===== src/rtl/ins_fetch_ctrl_if.sv =====
// ins_fetch_ctrl_if: ROM, decoder and executor handshakes of the instruction fetch controller
interface ins_fetch_ctrl_if;
    logic        rom_rd;
    logic [15:0] rom_addr;
    logic [7:0]  rom_data;
    logic        rom_ack;
    logic        dec_valid;
    logic [7:0]  dec_opcode;
    logic        dec_ready;
    logic [1:0]  dec_len;
    logic        exec_valid;
    logic [7:0]  exec_opcode;
    logic [7:0]  exec_op1;
    logic [7:0]  exec_op2;
    logic        exec_done;
    logic        pc_load;
    logic [15:0] pc_target;
    modport master (
        output rom_rd, rom_addr, dec_valid, dec_opcode, exec_valid, exec_opcode, exec_op1, exec_op2,
        input  rom_data, rom_ack, dec_ready, dec_len, exec_done, pc_load, pc_target
    );
    modport slave (
        input  rom_rd, rom_addr, dec_valid, dec_opcode, exec_valid, exec_opcode, exec_op1, exec_op2,
        output rom_data, rom_ack, dec_ready, dec_len, exec_done, pc_load, pc_target
    );
endinterface


===== src/rtl/ins_fetch_ctrl.sv =====
// ins_fetch_ctrl: byte-serial opcode/operand fetch FSM; define INS_FETCH_PREFETCH_EN for EXEC-time opcode prefetch
module ins_fetch_ctrl (
    input  logic             clk,
    input  logic             rst_n,
    input  logic             en,
    output logic [15:0]      pc,
    ins_fetch_ctrl_if.master bus
);
`ifdef INS_FETCH_PREFETCH_EN
    typedef enum logic [2:0] {IDLE, FETCH_OP, DECODE, FETCH_B1, FETCH_B2, EXEC, PF_WAIT} state_t;
`else
    typedef enum logic [2:0] {IDLE, FETCH_OP, DECODE, FETCH_B1, FETCH_B2, EXEC} state_t;
`endif
    state_t      state_q, state_d;
    logic [15:0] pc_q, pc_d, pc_inc;
    logic [7:0]  opc_q, opc_d, op1_q, op1_d, op2_q, op2_d;
    logic        two_q, two_d, rd;
    assign pc_inc = pc_q + 16'd1;
`ifdef INS_FETCH_PREFETCH_EN
    logic        pf_valid_q, pf_valid_d, br_q, br_d, pf_pend;
    logic [7:0]  pf_data_q, pf_data_d;
    logic [15:0] tgt_q, tgt_d;
    assign rd      = (state_q inside {FETCH_OP, FETCH_B1, FETCH_B2, PF_WAIT}) || (state_q == EXEC && !pf_valid_q);
    assign pf_pend = state_q == EXEC && !pf_valid_q && !bus.rom_ack;
`else
    assign rd = state_q inside {FETCH_OP, FETCH_B1, FETCH_B2};
`endif
    assign bus.rom_rd      = rd;
    assign bus.rom_addr    = pc_q;
    assign bus.dec_valid   = state_q == DECODE;
    assign bus.dec_opcode  = opc_q;
    assign bus.exec_valid  = state_q == EXEC;
    assign bus.exec_opcode = opc_q;
    assign bus.exec_op1    = op1_q;
    assign bus.exec_op2    = op2_q;
    assign pc              = pc_q;
    always_comb begin
        state_d = state_q;
        pc_d    = pc_q;
        opc_d   = opc_q;
        op1_d   = op1_q;
        op2_d   = op2_q;
        two_d   = two_q;
`ifdef INS_FETCH_PREFETCH_EN
        pf_valid_d = pf_valid_q;
        pf_data_d  = pf_data_q;
        br_d       = br_q;
        tgt_d      = tgt_q;
`endif
        case (state_q)
            IDLE:     state_d = en ? FETCH_OP : IDLE;
            FETCH_OP: if (bus.rom_ack) begin
                opc_d   = bus.rom_data;
                pc_d    = pc_inc;
                state_d = DECODE;
            end
            // operands are cleared here so any byte not fetched is zero on EXEC entry
            DECODE:   if (bus.dec_ready) begin
                two_d   = bus.dec_len[1];
                op1_d   = 8'h00;
                op2_d   = 8'h00;
                state_d = (bus.dec_len == 2'd0) ? EXEC : FETCH_B1;
            end
            FETCH_B1: if (bus.rom_ack) begin
                op1_d   = bus.rom_data;
                pc_d    = pc_inc;
                state_d = two_q ? FETCH_B2 : EXEC;
            end
            FETCH_B2: if (bus.rom_ack) begin
                op2_d   = bus.rom_data;
                pc_d    = pc_inc;
                state_d = EXEC;
            end
            EXEC: begin
`ifdef INS_FETCH_PREFETCH_EN
                if (rd && bus.rom_ack) begin
                    pf_valid_d = 1'b1;
                    pf_data_d  = bus.rom_data;
                    pc_d       = pc_inc;
                end
                if (bus.exec_done) begin
                    br_d  = bus.pc_load;
                    tgt_d = bus.pc_target;
                    if (pf_pend) state_d = PF_WAIT;
                    else begin
                        pf_valid_d = 1'b0;
                        if (bus.pc_load) begin
                            pc_d    = bus.pc_target;
                            state_d = en ? FETCH_OP : IDLE;
                        end else if (en) begin
                            opc_d   = pf_valid_q ? pf_data_q : bus.rom_data;
                            state_d = DECODE;
                        end else begin
                            // stopping: rewind so the dropped prefetch byte is fetched again later
                            pc_d    = pf_valid_q ? pc_q - 16'd1 : pc_q;
                            state_d = IDLE;
                        end
                    end
                end
`else
                if (bus.exec_done) begin
                    pc_d    = bus.pc_load ? bus.pc_target : pc_q;
                    state_d = en ? FETCH_OP : IDLE;
                end
`endif
            end
`ifdef INS_FETCH_PREFETCH_EN
            PF_WAIT:  if (bus.rom_ack) begin
                if (br_q) begin
                    pc_d    = tgt_q;
                    state_d = en ? FETCH_OP : IDLE;
                end else if (en) begin
                    opc_d   = bus.rom_data;
                    pc_d    = pc_inc;
                    state_d = DECODE;
                end else state_d = IDLE;
            end
`endif
            default:  state_d = IDLE;
        endcase
    end
    always_ff @(posedge clk or negedge rst_n) begin
        if (!rst_n) begin
            state_q    <= IDLE;
            pc_q       <= 16'h0000;
            opc_q      <= 8'h00;
            op1_q      <= 8'h00;
            op2_q      <= 8'h00;
            two_q      <= 1'b0;
`ifdef INS_FETCH_PREFETCH_EN
            pf_valid_q <= 1'b0;
            pf_data_q  <= 8'h00;
            br_q       <= 1'b0;
            tgt_q      <= 16'h0000;
`endif
        end else begin
            state_q    <= state_d;
            pc_q       <= pc_d;
            opc_q      <= opc_d;
            op1_q      <= op1_d;
            op2_q      <= op2_d;
            two_q      <= two_d;
`ifdef INS_FETCH_PREFETCH_EN
            pf_valid_q <= pf_valid_d;
            pf_data_q  <= pf_data_d;
            br_q       <= br_d;
            tgt_q      <= tgt_d;
`endif
        end
    end
endmodule

===== src/flat_wrapper.sv =====
// flat-port wrapper written by rule: the top's interface ports become plain ports
module ins_fetch_ctrl_flat 
  (clk, rst_n, en, pc, bus_rom_rd, bus_rom_addr, bus_dec_valid, bus_dec_opcode, bus_exec_valid, bus_exec_opcode, bus_exec_op1, bus_exec_op2, bus_rom_data, bus_rom_ack, bus_dec_ready, bus_dec_len, bus_exec_done, bus_pc_load, bus_pc_target);
  ins_fetch_ctrl_if bus_i ();
  input  logic clk;
  input  logic rst_n;
  input  logic en;
  output logic [15:0] pc;
  output wire logic [$bits(bus_i.rom_rd)-1:0] bus_rom_rd;
  output wire logic [$bits(bus_i.rom_addr)-1:0] bus_rom_addr;
  output wire logic [$bits(bus_i.dec_valid)-1:0] bus_dec_valid;
  output wire logic [$bits(bus_i.dec_opcode)-1:0] bus_dec_opcode;
  output wire logic [$bits(bus_i.exec_valid)-1:0] bus_exec_valid;
  output wire logic [$bits(bus_i.exec_opcode)-1:0] bus_exec_opcode;
  output wire logic [$bits(bus_i.exec_op1)-1:0] bus_exec_op1;
  output wire logic [$bits(bus_i.exec_op2)-1:0] bus_exec_op2;
  input wire logic [$bits(bus_i.rom_data)-1:0] bus_rom_data;
  input wire logic [$bits(bus_i.rom_ack)-1:0] bus_rom_ack;
  input wire logic [$bits(bus_i.dec_ready)-1:0] bus_dec_ready;
  input wire logic [$bits(bus_i.dec_len)-1:0] bus_dec_len;
  input wire logic [$bits(bus_i.exec_done)-1:0] bus_exec_done;
  input wire logic [$bits(bus_i.pc_load)-1:0] bus_pc_load;
  input wire logic [$bits(bus_i.pc_target)-1:0] bus_pc_target;
  assign bus_rom_rd = bus_i.rom_rd;
  assign bus_rom_addr = bus_i.rom_addr;
  assign bus_dec_valid = bus_i.dec_valid;
  assign bus_dec_opcode = bus_i.dec_opcode;
  assign bus_exec_valid = bus_i.exec_valid;
  assign bus_exec_opcode = bus_i.exec_opcode;
  assign bus_exec_op1 = bus_i.exec_op1;
  assign bus_exec_op2 = bus_i.exec_op2;
  assign bus_i.rom_data = bus_rom_data;
  assign bus_i.rom_ack = bus_rom_ack;
  assign bus_i.dec_ready = bus_dec_ready;
  assign bus_i.dec_len = bus_dec_len;
  assign bus_i.exec_done = bus_exec_done;
  assign bus_i.pc_load = bus_pc_load;
  assign bus_i.pc_target = bus_pc_target;
  ins_fetch_ctrl u_core (.clk(clk), .rst_n(rst_n), .en(en), .pc(pc), .bus(bus_i));
endmodule

===== config.mk =====
export PLATFORM = sky130hd
export DESIGN_NAME = ins_fetch_ctrl_flat
export DESIGN_NICKNAME = d
export VERILOG_FILES = /design/src/rtl/ins_fetch_ctrl_if.sv /design/src/rtl/ins_fetch_ctrl.sv /design/src/flat_wrapper.sv
export SDC_FILE = /design/constraint.sdc
export NUM_CORES = 1
export LEC_CHECK = 0
export CORE_MARGIN = 3
export CORE_UTILIZATION = 44
export DETAILED_ROUTE_END_ITERATION = 7
export GPL_TIMING_DRIVEN = 1
export PLACE_DENSITY = 0.81
export RECOVER_POWER = 25
export REMOVE_ABC_BUFFERS = 1
export SKIP_CTS_REPAIR_TIMING = 1
export SYNTH_ARGS = -nofsm -noshare
export SYNTH_HDL_FRONTEND = slang
export SYNTH_SLANG_ARGS = --single-unit

===== constraint.sdc =====
create_clock -name clk -period 2.18 [get_ports clk]
set_clock_uncertainty 0.15 [all_clocks]
set_input_delay 0.654 -clock clk [delete_from_list [all_inputs] [get_ports clk]]
set_output_delay 0.654 -clock clk [all_outputs]
set_load 0.05 [all_outputs]

==> flow_metrics.py <==
metrics = {
    "cts": {
        "clock-sinks": 44,
        "h-tree-depth": 2,
        "cts_tree": "yes",
        "cts_buffer_depth": 2,
        "clkTransAtPathRegs_ns": 0.09,
        "cts_inserted_buffers": 5,
        "cts-root-buf": "clkbuf_8",
        "clk_latency_ns": 0.29,
    },
    "timing": {
        "rsz0062_at_grt": "yes",
        "hold_viol_final": 0,
        "finalCriticalPeriod_ns": 2.16,
        "setup-tns-final_ns": 0,
        "finalSetupViolCount": 0,
        "fmax_mhz": 464,
        "fin_ws_ns": 0.0234,
        "slew_viol_final": 0,
        "fin_crit_sh": 0.989,
        "max_slew_margin": 0.269,
        "worstMarginPinSlew_ns": 1.10,
    },
    "setup_path": {
        "cp.arrival_ns": 1.35,
        "required_ns": 1.38,
        "slowest_stage": "dfrtp_2",
        "crit_fanout": 7,
        "crit_family": "flip-flops",
        "critical_path_buf_inv_count": 2,
        "start_kind": "flip-flop",
        "crit_path_end_kind": "output port",
        "path_class": "flip-flop to output port",
        "critPathMaxStageDelay_ns": 0.46,
        "worstPathCellList": "buf_4 > nand2b_4 > nor2_4 > buf_12",
    },
    "routing": {
        "ant_nets": 0,
        "dr_wl_met2_um": 3360,
        "topRoutingLayerUsed": "met4",
        "vias_per_cell": 5.29,
        "drtIter0Drc": 118,
        "drt-total-wl_um": 6520,
        "wl_met3_um": 310,
        "wl_per_cell_um": 16.0,
        "vias": 2152,
        "drt_first_pass_iters": 4,
        "m1WireLength_um": 2770,
        "drc": 0,
    },
    "global_routing": {
        "grt_pass1_wl_um": 10200,
        "grt_pass1_vias": 2059,
        "gr-total-overflow": 0,
        "grt_usage": 0.196,
        "antenna_found_initial": 0,
        "grt_max_degree": 45,
    },
    "layout": {
        "multiInputGateArea_um2": 1150,
        "layout-drive-gt1-share": 0.421,
        "antenna_cells": 0,
        "n_fill_cell": 407,
        "instances_no_fill": 407,
        "syn_to_final_growth_pct": 43.9,
        "nets": 370,
        "regArea_um2": 1100,
        "fin_area_um2": 3620,
    },
    "die": {
        "start_util": 0.474,
        "coreArea_um2": 5300,
        "dieWidth_um": 81.6,
        "rows": 26,
        "die_h_um": 81.6,
        "ioPinCount": 100,
        "die-area_um2": 6660,
    },
    "synth": {
        "yosys_warnings": 0,
        "synthesis.area_um2": 2510,
        "syn_area_per_cell_um2": 10.3,
        "synthCells": 243,
        "ys_seq_area_frac": 0.438,
        "ys_ff_latch": 44,
        "synth_cell_type_count": 50,
    },
    "placed_design": {
        "placed_cells": 395,
        "pre_cts_ws_ns": -0.109,
        "io_buffer_count": 99,
        "placed_cell_area_um2": 3470,
        "place.gp.congestion": 0.820,
        "dp_hpwl_um": 4690,
    },
    "status": {
        "outcome": "finished, final reports clean",
    },
    "min_path": {
        "min_path_type": "flip-flop to flip-flop",
    },
    "job": {
        "drv_cap": 0,
    },
}
[flip-flops by register name (all words and copies together) (netlist names)]
register,cells
u_core.two_q,1
u_core.bus.rom_addr,16
u_core.state_q,3
u_core.bus.exec_op1,8
u_core.bus.dec_opcode,8
u_core.bus.exec_op2,8
[path summary, 6_finish.rpt]
path / from / to / slack, ns / cells past startpoint
max in group asynchronous: rst_n / u_core.state_q[2]$_DFFE_PN0P_ / 0.65 / 2
min in group asynchronous: rst_n / u_core.bus.exec_op2[5]$_DFFE_PN0P_ / 0.49 / 2
hold / removal: u_core.bus.exec_op1[2]$_DFFE_PN0P_ / u_core.bus.exec_op1[2]$_DFFE_PN0P_ / 0.35 / 2
setup reg to reg: u_core.state_q[1]$_DFFE_PN0P_ / u_core.bus.exec_op1[1]$_DFFE_PN0P_ / 0.11 / 6
hold reg to reg: u_core.bus.exec_op1[2]$_DFFE_PN0P_ / u_core.bus.exec_op1[2]$_DFFE_PN0P_ / 0.35 / 2
setup / recovery: u_core.state_q[2]$_DFFE_PN0P_ / bus_dec_valid / 0.02 / 4
[Yosys cell counts, drive strengths merged]
cell type  instances  area, µm²
a2bb2oi            5       68.8
o22ai             11       68.8
a21o               2       22.5
o21ai             20        100
nor3               2       21.3
o221ai             1       8.76
o32ai              1       8.76
a22oi              1       12.5
nand3             15       75.1
nand4              3       18.8
clkinv             1       3.75
and4               1       8.76
and2b              1       7.51
clkbuf             2       7.51
and3               3       23.8
a31oi              2       33.8
a21oi             26        186
a31o               2       17.5
a22o               8       70.1
mux2i              3       30.0
nor2               8       40.0
mux2               9        131
nor2b              1       8.76
inv                4       15.0
dfrtp             44       1100
nand2             25       96.4
or3                2       12.5
nand2b             3       18.8
buf               34        265
a211oi             1       7.51
ha                 1       12.5
a32o               1       11.3
[worst reg2reg max path: stages (launching register included)]
cell and delay [ns]:
dfrtp_1 0.42, buf_6 0.16, and2b_1 0.32, and3_4 0.30
a31oi_4 0.39, nand2_1 0.14, o21ai_1 0.11
[final cells by class]
| type | instances | share of cell area |
|---|---|---|
| sequential | 44 | 0.305 |
| multi-input combinational | 158 | 0.317 |
| clock inverter | 2 | 0.00415 |
| tap | 70 | 0.0242 |
| inverter | 5 | 0.00518 |
| clock buffer | 6 | 0.0228 |
| timing repair buffer | 122 | 0.323 |
[cell usage in the layout (no fill, tap or decap), drive strengths merged, types with 7 or more instances in the layout]
| cell type | count |
|---|---|
| nand3 | 15 |
| buf | 90 |
| o22ai | 11 |
| nor2 | 8 |
| mux2 | 9 |
| dfrtp | 44 |
| a21oi | 26 |
| clkdlybuf4s50 | 31 |
| clkbuf | 7 |
| nand2 | 25 |
| o21ai | 20 |
| a22o | 8 |
[per-layer routing]
layer  up-vias  global-route usage
met5         -                   0
met4         0              0.0598
met3         7              0.0351
met2        67               0.323
met1      1033               0.261
li1       1045                   -
[through the flow]
| stage | hold WS (ns) | util |
|---|---|---|
| after global routing | 0.381 | 0.683 |
| after CTS | 0.297 | 0.672 |
| after global placement | 0.323 | 0.654 |
| final | 0.351 | 0.683 |
| after floorplan | 0.208 | - |
| after detailed placement | 0.336 | 0.654 |
[cell families after synthesis]
| kind of cell | Yosys count | synth area share |
|---|---|---|
| compound gates | 81 | 0.245 |
| simple gates | 64 | 0.132 |
| fa+ha+maj | 1 | 0.00497 |
| mux | 12 | 0.0642 |
| flops | 44 | 0.438 |
| buf+inv | 41 | 0.116 |
Power is left out: the tool's default activity adds up to more than one toggle a clock period on the data nets, which glitch-free logic cannot reach.
